### src/rtl/carry_save_final_sum.sv
// Two-stage three-operand adder: a 3:2 carry-save stage, then a carry-propagate stage.
// Optional macro CSA_OVF_EN adds a registered ovf output (carry-out of the final add).
module carry_save_final_sum #(
   parameter int N = 8
) (
   input  logic         clk,
   input  logic         rst_n,
   input  logic         in_valid,
   input  logic [N-1:0] A,
   input  logic [N-1:0] B,
   input  logic [N-1:0] C,
   output logic [N-1:0] Sum,
   output logic [N-1:0] Carry,
   output logic         mid_valid,
   output logic [N:0]   Final_Sum,
`ifdef CSA_OVF_EN
   output logic         ovf,
`endif
   output logic         out_valid
);

   function automatic logic [N-1:0] csa_sum(input logic [N-1:0] a, input logic [N-1:0] b,
                                            input logic [N-1:0] c);
      return a ^ b ^ c;
   endfunction

   function automatic logic [N-1:0] csa_maj(input logic [N-1:0] a, input logic [N-1:0] b,
                                            input logic [N-1:0] c);
      return (a & b) | (a & c) | (b & c);
   endfunction

   logic [N-1:0] r_sum;
   logic [N-1:0] r_carry;
   logic         r_mid_valid;
   logic [N:0]   r_final;
   logic         r_out_valid;
   logic         r_ovf;
   logic [N+1:0] w_cpa;

   // Carry is stored unshifted, so it enters the final add one place to the left.
   assign w_cpa = {2'b00, r_sum} + {1'b0, r_carry, 1'b0};

   // Carry-save stage: captures every cycle, valid only qualifies the data.
   always_ff @(posedge clk or negedge rst_n) begin
      if (!rst_n) begin
         r_sum       <= {N{1'b0}};
         r_carry     <= {N{1'b0}};
         r_mid_valid <= 1'b0;
      end else begin
         r_sum       <= csa_sum(A, B, C);
         r_carry     <= csa_maj(A, B, C);
         r_mid_valid <= in_valid;
      end
   end

   // Carry-propagate stage: result wraps modulo 2^(N+1), bit N+1 is the overflow.
   always_ff @(posedge clk or negedge rst_n) begin
      if (!rst_n) begin
         r_final     <= {(N+1){1'b0}};
         r_ovf       <= 1'b0;
         r_out_valid <= 1'b0;
      end else begin
         r_final     <= w_cpa[N:0];
         r_ovf       <= w_cpa[N+1];
         r_out_valid <= r_mid_valid;
      end
   end

   assign Sum       = r_sum;
   assign Carry     = r_carry;
   assign mid_valid = r_mid_valid;
   assign Final_Sum = r_final;
   assign out_valid = r_out_valid;
`ifdef CSA_OVF_EN
   assign ovf       = r_ovf;
`else
   logic w_unused_ovf;
   assign w_unused_ovf = r_ovf;
`endif

endmodule

### config.mk
export PLATFORM = sky130hd
export DESIGN_NAME = carry_save_final_sum
export DESIGN_NICKNAME = d
export VERILOG_FILES = /design/src/rtl/carry_save_final_sum.sv
export SDC_FILE = /design/constraint.sdc
export NUM_CORES = 1
export LEC_CHECK = 0
export BUFFER_PORTS_ARGS = -buffer_cell sky130_fd_sc_hd__buf_2
export CORE_MARGIN = 4
export CORE_UTILIZATION = 45
export CTS_CLUSTER_SIZE = 28
export DETAILED_ROUTE_END_ITERATION = 7
export MAX_ROUTING_LAYER = met4
export PLACE_DENSITY = 0.78
export SLEW_MARGIN = 20
export SYNTH_ARGS = -nofsm -noshare
export SYNTH_HDL_FRONTEND = slang
export SYNTH_SLANG_ARGS = --single-unit
### constraint.sdc
create_clock -name clk -period 2.27 [get_ports clk]
set_clock_uncertainty 0.15 [all_clocks]
set_input_delay 0.454 -clock clk [delete_from_list [all_inputs] [get_ports clk]]
set_output_delay 0.454 -clock clk [all_outputs]
set_load 0.02 [all_outputs]
==> qor.yml, run 1 <==
timing:
  finalHoldViolations: 0
  slew_headroom_pct: 62.4
  drv_slew: 0
  max_freq_mhz: 529
  min_period_ns: 1.89
  rsz0062_at_grt: "false"
  min_period_over_period_pct: 83.2
  setup_tns_ns: 0
  worstMarginPinSlew_ns: 0.564
  setup_violations: 0
place:
  numPortBuffers: 53
  dp_hpwl_mm: 1.69
  dp.cells: 152
  gp_congestion: 0.722
clocking:
  h-tree-depth: 1
  cts_root_buffer: "clkbuf_4"
  cts.sinks: 27
  cts_tree: "yes"
  clock_latency_ns: 0.31
  cts_max_path_buffers: 2
  cts_buffers: 3
  path_clk_slew_ns: 0.13
die:
  die_w_um: 58.2
  pin_count: 54
  core_area_um2: 2300
  die_y_um: 58.2
  die_area_um2: 3390
  initial_core_util_pct: 49.4
  rows: 17
finish:
  area_growth_pct: 29.0
  final.fill_count: 193
  multi_input_comb_area_um2: 429
  layout.nets: 173
  regArea_um2: 676
  n_antenna_cell: 0
  drive_above_1_share_pct: 45.0
  instances_no_fill: 157
  utilization_pct: 63.7
synth:
  avgSynthCellArea_um2: 15.8
  ys_top_cells_by_area: "dfrtp_1 60%, fa_1 16%, ha_1 7.7%"
  netlist_instances: 72
  netlist_area_um2: 1130
  synth-seq-cells: 27
  synth_top_area_share_pct: 59.5
  synth_cell_types: 21
  ys_seq_area_share_pct: 59.5
  yosysTopAreaCell: "dfrtp_1"
  ys_warn_count: 0
  synthesis.nets: 115
worst_setup_path:
  critical_path.max_stage_delay_ns: 0.40
  arrival_ns: 1.99
  critPathLaunchType: "flop"
  cp_max_fo: 3
  r2r_slack_ns: 0.38
  worst-r2r-cell-count: 8
  worstSetupPathType: "reg -> reg"
  critPathLaunch: "Sum[1]$_DFF_PN0_"
  critPathCaptureType: "flop"
  cp.required_ns: 2.37
  worstPathCellList: "ha_1, inv_1, fa_1, nor2b_1, o21ai_1, nand2b_1, a2111oi_2, nand4b_1"
  cp_slowest_cell: "dfrtp_1"
  r2r_start: "Sum[1]$_DFF_PN0_"
global_route:
  grt_pass1_wl_mm: 3.37
  track_usage_pct: 13.4
  grt_pass1_vias: 801
  grt_max_degree: 28
  grt_antenna_before_repair: 0
  gr-total-overflow: 0
route:
  wl_per_cell_um: 12.9
  via_count: 747
  drtIter0Drc: 1
  wirelength_mm: 2.03
  vias_per_cell: 4.76
  dr.pass1.iters: 2
  drc: 0
  drtAntennaViolNets: 0
pwr:
  powerDensity_nw_per_um2: 848
  ir_drop_uv: 494
  total_leakage_power_nw: 0.741
job:
  drv_cap: 0
min_path:
  hold_path_startpoint: "in_valid"
  worstHoldPathCells: 1
  hold_path_class: "in -> reg"
status:
  status: "complete, no violations"
## cell usage in the layout (no fill, tap or decap), drive strengths merged, types with 2 or more instances in the layout
master,netlist,layout
nand2b,2,2
inv,6,6
clkbuf,0,4
xnor2,4,4
dfrtp,27,27
a21oi,2,2
ha,7,7
buf,1,53
o21ai,3,3
fa,9,9
## per-layer routing
layer,track usage (%),vias up,wire [um]
met2,23.2,25,1160
met1,15.7,361,726
li1,-,356,-
met4,5.96,0,36
met5,-,-,0
met3,1.34,5,110
## cell type report
| cell class | count | area share (%) |
|---|---|---|
| well taps | 28 | 2.39 |
| inverters | 6 | 1.54 |
| multi-input cells | 38 | 29.3 |
| clock buffers | 4 | 1.79 |
| flip-flops and latches | 27 | 46.2 |
| repair buffers | 54 | 18.8 |
## final timing paths
check	to
worst max-delay path	Final_Sum[7]$_DFF_PN0_
worst max register to register	Final_Sum[7]$_DFF_PN0_
max in group asynchronous	Sum[3]$_DFF_PN0_
min in group asynchronous	Sum[5]$_DFF_PN0_
worst min-delay path	mid_valid$_DFF_PN0_
worst min register to register	out_valid$_DFF_PN0_
## kinds of logic after synthesis
logic type | share of synthesized area [%]
flops | 59.5
fa+ha+maj | 23.6
compound gates | 6.62
buf+inv | 2.65
simple gates | 3.75
xor+xnor | 3.86
## critical path: cells and delay by family (launching register included)
kind	cells	cell delay (ns)
adders and majority gates	2	0.41
AOI/OAI and AO/OA	2	0.47
buffers and inverters	1	0.07
and+or+nand+nor	3	0.33
DFF	1	0.40
## sequential cells by signal, indices dropped and copies added, names as in the netlist
name       cells
Carry          8
mid_valid      1
Final_Sum      9
out_valid      1
Sum            8
## where the power goes
group	internal (W)	total [W]	switching, W	leakage (nW)
logic	0.000170	0.000446	0.000276	0.411
clock network	0.0000686	0.000192	0.000124	0.0150
registers	0.000573	0.000604	0.0000312	0.315
total	0.000811	0.00124	0.000431	0.741
## synth_stat cells
library cell  instances
dfrtp_1              27
fa_1                  9
ha_1                  7
inv_1                 6
xnor2_1               4
a21oi_1               2
nand2b_1              2
o21ai_1               2
a2111oi_2             1
a21o_1                1
a31oi_1               1
a41oi_1               1
buf_4                 1
nand2_1               1
nand4_1               1
nand4b_1              1
nor2b_1               1
nor3_1                1
o21ai_0               1
o31ai_2               1
xor2_1                1
## timing repair
item / 4_1_cts / 5_1_grt
endpoints found under the setup margin: 0 / 0
resized for setup: 0 / 0
hold endpoints to repair: 27 / 0
buffers inserted: 0 / 0
hold buffers: 1 / 0
## through the flow
| stage | hold slack [ns] | power [W] | cell area, um^2 | worst slack [ns] |
|---|---|---|---|---|
| after floorplan | 0.00841 | 0.000901 | 1130 | 0.399 |
| after detailed placement | 0.207 | 0.00107 | 1430 | 0.406 |
| after CTS | 0.0820 | 0.00126 | 1460 | 0.374 |
| final | 0.0907 | 0.00124 | 1460 | 0.381 |
| after global placement | 0.203 | 0.00105 | 1430 | 0.480 |
| after global routing | 0.0609 | 0.00133 | 1460 | 0.215 |
No activity file was read; power rests on OpenSTA's default activity.
==> run 2: changes to the inputs <==
--- a/config.mk
+++ b/config.mk
@@ -5,13 +5,14 @@
 export SDC_FILE = /design/constraint.sdc
 export NUM_CORES = 1
 export LEC_CHECK = 0
+export ABC_AREA = 1
 export BUFFER_PORTS_ARGS = -buffer_cell sky130_fd_sc_hd__buf_2
 export CORE_MARGIN = 4
 export CORE_UTILIZATION = 45
 export CTS_CLUSTER_SIZE = 28
 export DETAILED_ROUTE_END_ITERATION = 7
 export MAX_ROUTING_LAYER = met4
-export PLACE_DENSITY = 0.78
+export PLACE_DENSITY = 0.77
 export SLEW_MARGIN = 20
 export SYNTH_ARGS = -nofsm -noshare
 export SYNTH_HDL_FRONTEND = slang
==> constraint.sdc (replaced) <==
create_clock -name clk -period 1.8 [get_ports clk]
set_clock_uncertainty 0.15 [all_clocks]
set_input_delay 0.36 -clock clk [delete_from_list [all_inputs] [get_ports clk]]
set_output_delay 0.36 -clock clk [all_outputs]
set_load 0.02 [all_outputs]
==> run 2 against run 1 <==
Die area increased by 4.4%; utilization is 1.6 points lower; first-iteration DRC count increased to 3.0 times the previous value; total power increased by 30%; global-route usage rose by 2.4 points; largest power group unchanged; highest routed layer unchanged.
==> qor.yml, run 2 <==
die:
  rows: 18
  die_w_um: 59.5
  pin_count: 54
  die_area_um2: 3540
  initial_core_util_pct: 47.7
  die_y_um: 59.5
  core_area_um2: 2500
finish:
  largest_reg_flops: 9
  utilization_pct: 62.2
  drive_above_1_share_pct: 43.5
  layout_commonest_cell: "buf_2"
  layout.nets: 198
  n_antenna_cell: 0
  final.fill_count: 207
  layout_common_cells: "53 x buf_2, 27 x dfrtp_1, 19 x nand2_1"
  area_growth_pct: 30.2
timing:
  setup_violations: 0
  finalHoldViolations: 0
  worstMarginPinSlew_ns: 0.588
  min_period_ns: 1.65
  drv_slew: 0
  slew_headroom_pct: 60.8
  setup_tns_ns: 0
  max_freq_mhz: 607
  rsz0062_at_grt: "false"
  min_period_over_period_pct: 91.6
synth:
  netlist_instances: 95
  synth_compound_area_share_pct: 1.15
  synth_simple_gate_area_share_pct: 12.9
  synth_mux_area_share_pct: 0
  synthFlopType: "dfrtp_1"
  synth-async-reset-ratio_pct: 100
  synth_cell_types: 17
  synthesis.nets: 138
  ys_top_cells_by_area: "dfrtp_1 57%, fa_1 15%, ha_1 7.3%"
  post-synth-top-count-cell: "dfrtp_1"
  synth_fa_ha_area_share_pct: 22.4
  yosysTopAreaCell: "dfrtp_1"
  avgSynthCellArea_um2: 12.6
  netlist_area_um2: 1190
  synth_common_cells: "27 x dfrtp_1, 21 x nand2_1, 12 x inv_1"
  ys_warn_count: 0
  ys_seq_area_share_pct: 56.6
  synth-edff-count: 0
  synth-seq-cells: 27
  synth_top_area_share_pct: 56.6
  synth_top_family_by_area: "adder cells"
  synth_xor_area_share_pct: 2.20
status:
  status: "complete, no violations"
clocking:
  clock_latency_ns: 0.31
  cts_root_buffer: "clkbuf_4"
  h-tree-depth: 1
  cts.sinks: 27
  cts_max_path_buffers: 2
  path_clk_slew_ns: 0.14
  cts_tree: "yes"
  cts_buffers: 3
route:
  via_count: 832
  drtAntennaViolNets: 0
  dr.pass1.iters: 4
  vias_per_cell: 4.52
  drtIter0Drc: 3
  drc: 0
  wl_per_cell_um: 12.5
  wirelength_mm: 2.31
pwr:
  total_leakage_power_nw: 0.834
  ir_drop_uv: 602
  powerDensity_nw_per_um2: 1040
global_route:
  grt_max_degree: 28
  grt_pass1_wl_mm: 4.09
  grt_antenna_before_repair: 0
  grt_pass1_vias: 923
  track_usage_pct: 15.8
  gr-total-overflow: 0
worst_setup_path:
  worst-r2r-cell-count: 9
  timing.rr.end: "Final_Sum[7]$_DFF_PN0_"
  critPathCaptureType: "flop"
  r2r_start: "Sum[1]$_DFF_PN0_"
  r2r_slack_ns: 0.15
  critPathLaunch: "Sum[1]$_DFF_PN0_"
  worstSetupPathType: "reg -> reg"
  critPathLaunchType: "flop"
  cp_max_fo: 2
  cp.required_ns: 1.87
  arrival_ns: 1.72
  cp-endpoint: "Final_Sum[7]$_DFF_PN0_"
place:
  gp_congestion: 0.741
  dp_hpwl_mm: 1.93
  numPortBuffers: 53
min_path:
  hold_path_class: "in -> reg"
job:
  drv_cap: 0
run 2: cell types whose count changed after synthesis, sizes merged, moves of 2 or more:
| cell | change |
|---|---|
| inv | +6 |
| nand2 | +21 |
| nand2b | -2 |
| nand3 | +5 |
| nor2 | +3 |
| o21ai | -3 |
| or2 | +2 |
run 2: how the worst min path moves through the flow:
stage / cells after the start / end / start
2_1_floorplan: 0 / Carry[0]$_DFF_PN0_ / rst_n
3_3_place_gp: 0 / out_valid$_DFF_PN0_ / mid_valid$_DFF_PN0_
3_5_place_dp: 0 / out_valid$_DFF_PN0_ / mid_valid$_DFF_PN0_
4_1_cts: 2 / Sum[3]$_DFF_PN0_ / C[3]
5_1_grt: 2 / Sum[3]$_DFF_PN0_ / C[3]
6_report: 2 / Sum[3]$_DFF_PN0_ / C[3]
run 2: worst max-delay path, stage by stage (launching register included):
cell and delay (ns):
dfrtp_1 0.38, ha_2 0.18, inv_1 0.05, fa_2 0.38, inv_2 0.07, nand2_2 0.05
nand2_2 0.09, nand3_2 0.08, nand3_1 0.08, nand2_1 0.06
run 2: area by class of cell:
| class | instances | area, um^2 | area share, % |
|---|---|---|---|
| sequential | 27 | 676 | 43.5 |
| inverter | 13 | 48.8 | 3.14 |
| clock inverter | 1 | 5.00 | 0.322 |
| clock buffer | 3 | 22.5 | 1.45 |
| multi-input combinational | 54 | 472 | 30.4 |
| timing repair buffer | 56 | 293 | 18.8 |
| tap | 30 | 37.5 | 2.42 |
run 2: stage by stage:
stage                     std cells  area (um^2)  hold WS, ns  setup slack, ns  power [W]
after floorplan                  95         1190      -0.0856            0.124    0.00115
after global placement          177         1490        0.203            0.241    0.00133
after detailed placement        177         1490        0.207            0.118    0.00136
after CTS                       183         1540        0.134           0.0811    0.00162
after global routing            184         1550        0.119          0.00582    0.00173
final                           184         1550        0.145            0.152    0.00161
run 2: power breakdown:
part           switching (W)  total [W]  internal, W
combinational       0.000376   0.000602     0.000225
clock               0.000171   0.000254    0.0000831
sequential         0.0000385   0.000756     0.000717
run 2: routing by layer:
layer  vias up  wire length [um]  track usage (%)
met5         -                 0                -
met4         0                27             5.06
met3         4               154             2.18
met2        30              1250             27.8
met1       392               875             18.5
li1        406                 -                -
run 2: timing repair:
item	4_1_cts	5_1_grt
buffers inserted	0	1
setup endpoints to repair	0	2
hold endpoints to repair	28	0
gates resized for setup	0	5
hold buffers	2	0
run 2: cell families after synthesis:
kind of cell             count (synthesis)
AND/OR/NAND/NOR                         33
flip-flops                              27
adder cells (fa/ha/maj)                 16
buffers and inverters                   14
XOR/XNOR                                 3
AO/OA/AOI/OAI                            2
==> run 3: changes to the inputs <==
==> constraint.sdc (replaced) <==
create_clock -name clk -period 1.8 [get_ports clk]
set_clock_uncertainty 0.15 [all_clocks]
set_input_delay 0.36 -clock clk [delete_from_list [all_inputs] [get_ports clk]]
set_output_delay 0.36 -clock clk [all_outputs]
set_load 0.1 [all_outputs]
==> run 3 against run 2 <==
Utilization rose by 1.0 points; clock power fell by 4%; largest power group is now combinational logic; sequential share of layout area rose by 1.1 points; flip-flop and latch count did not move; critical path type is now reg -> out; worst hold slack improved by 0.0023 ns; fmax fell by 3.5%; design area rose by 1.6%; die area did not move; highest routed layer unchanged; global-route usage fell by 0.51 points.
==> qor.yml, run 3 (synthesis gave the netlist of run 2 again) <==
route:
  dr.pass1.iters: 4
  drtAntennaViolNets: 0
  drtIter0Drc: 10
  drc: 0
  via_count: 851
  wl_per_cell_um: 12.8
  vias_per_cell: 4.65
  wirelength_mm: 2.34
clocking:
  path_clk_slew_ns: 0.14
  cts.sinks: 27
  cts_tree: "yes"
  cts_setup_buffers: 0
  postCtsHoldBufs: 2
  cts_max_path_buffers: 2
  clock_latency_ns: 0.31
  cts_buffers: 3
  cts_resized: 0
  h-tree-depth: 1
  cts_root_buffer: "clkbuf_4"
worst_setup_path:
  critPathCaptureType: "output port"
  path_buf_inv: 1
  timing.rr.end: "Final_Sum[5]$_DFF_PN0_"
  r2r_start: "Carry[0]$_DFF_PN0_"
  worstPathCellList: "buf_2"
  worstSetupPathType: "reg -> out"
  cp_slowest_cell: "dfrtp_4"
  critical_path.max_stage_delay_ns: 0.45
  r2r_slack_ns: 0.17
  cp_max_fo: 2
  critPathLaunchType: "flop"
  cp.required_ns: 1.29
  arrival_ns: 1.20
  critPathTopFamily: "flip-flops"
  worst-r2r-cell-count: 8
pwr:
  p_sw_w: 0.00129
  pwr-share-clk_pct: 10.5
  powerDensity_nw_per_um2: 1470
  power_switching_share_pct: 55.6
  power.internal_w: 0.00103
  pwr-share-comb_pct: 56.3
  total_leakage_power_nw: 0.818
  ir_drop_uv: 1050
  power_frac_seq_pct: 33.2
timing:
  worstMarginPinSlew_ns: 0.581
  setup_ws_ns: 0.0914
  setup_violations: 0
  drv_slew: 0
  slew_headroom_pct: 61.3
  rsz0062_at_grt: "false"
  timing.hold.ws_ns: 0.147
  setup_tns_ns: 0
  min_period_over_period_pct: 94.9
  min_period_ns: 1.71
  max_freq_mhz: 585
  finalHoldViolations: 0
finish:
  instances_no_fill: 183
  layout_commonest_cell: "buf_2"
  regArea_um2: 703
  utilization_pct: 63.2
  largest_reg_flops: 9
  final.fill_count: 199
  layout_common_cells: "53 x buf_2, 21 x nand2_1, 13 x dfrtp_1"
  n_antenna_cell: 0
  layout.nets: 197
  multi_input_comb_area_um2: 477
  drive_above_1_share_pct: 50.3
  area_growth_pct: 32.3
place:
  dp.cells: 177
  numPortBuffers: 53
  dp_hpwl_mm: 1.95
  gp_congestion: 0.790
  pre_cts_ws_ns: 0.196
job:
  drv_cap: 0
die:
  pin_count: 54
  rows: 18
  die_w_um: 59.5
  initial_core_util_pct: 47.7
  die_area_um2: 3540
  core_area_um2: 2500
  die_y_um: 59.5
global_route:
  grt_antenna_before_repair: 0
  grt_pass1_wl_mm: 4.06
  grt_pass1_vias: 938
  grt_max_degree: 28
  track_usage_pct: 15.3
  gr-total-overflow: 0
min_path:
  hold_path_class: "in -> reg"
  hold_end: "Carry[1]$_DFF_PN0_"
  worstHoldPathCells: 2
  hold_path_startpoint: "C[1]"
status:
  status: "complete, no violations"
## run 3: changes by cell type in the layout (fill, tap and decap cells not counted), sizes merged
cell | previous run | this run
buf | 54 | 53
## run 3: area by class of cell
cell class                 count  share of cell area, %
sequential                    27                   44.5
multi-input combinational     54                   30.2
timing repair buffer          55                   18.1
inverter                      13                   3.09
tap                           30                   2.38
clock buffer                   3                   1.43
clock inverter                 1                  0.317
## run 3: worst max path at each step
stage,endpoint,depth (start not counted),start
5_1_grt,Sum[1],1,Sum[1]$_DFF_PN0_
4_1_cts,Sum[1],1,Sum[1]$_DFF_PN0_
3_3_place_gp,Final_Sum[5]$_DFF_PN0_,8,Carry[0]$_DFF_PN0_
2_1_floorplan,Final_Sum[5]$_DFF_PN0_,8,Carry[0]$_DFF_PN0_
3_5_place_dp,Final_Sum[5]$_DFF_PN0_,8,Carry[0]$_DFF_PN0_
6_report,Sum[1],1,Sum[1]$_DFF_PN0_
## run 3: per-layer routing
metal | global-route usage [%] | routed length, um | vias to the layer above
met1 | 17.9 | 802 | 402
met5 | - | 0 | -
met2 | 27.9 | 1350 | 42
met4 | 4.11 | 42 | 0
li1 | - | - | 403
met3 | 1.31 | 144 | 4
## run 3: per-stage QoR
stage	power, W	area (um^2)
after floorplan	0.00186	1240
after global placement	0.00206	1530
after detailed placement	0.00210	1530
after CTS	0.00235	1580
after global routing	0.00244	1580
final	0.00232	1580
## run 3: power by group through the flow
| stage | logic [W] | registers, W | clock network, W |
|---|---|---|---|
| after floorplan | 0.000253 | 0.00161 | 0 |
| after global placement | 0.00128 | 0.000780 | 0 |
| after detailed placement | 0.00131 | 0.000788 | 0 |
| after CTS | 0.00132 | 0.000775 | 0.000256 |
| after global routing | 0.00138 | 0.000783 | 0.000282 |
| final | 0.00131 | 0.000772 | 0.000245 |
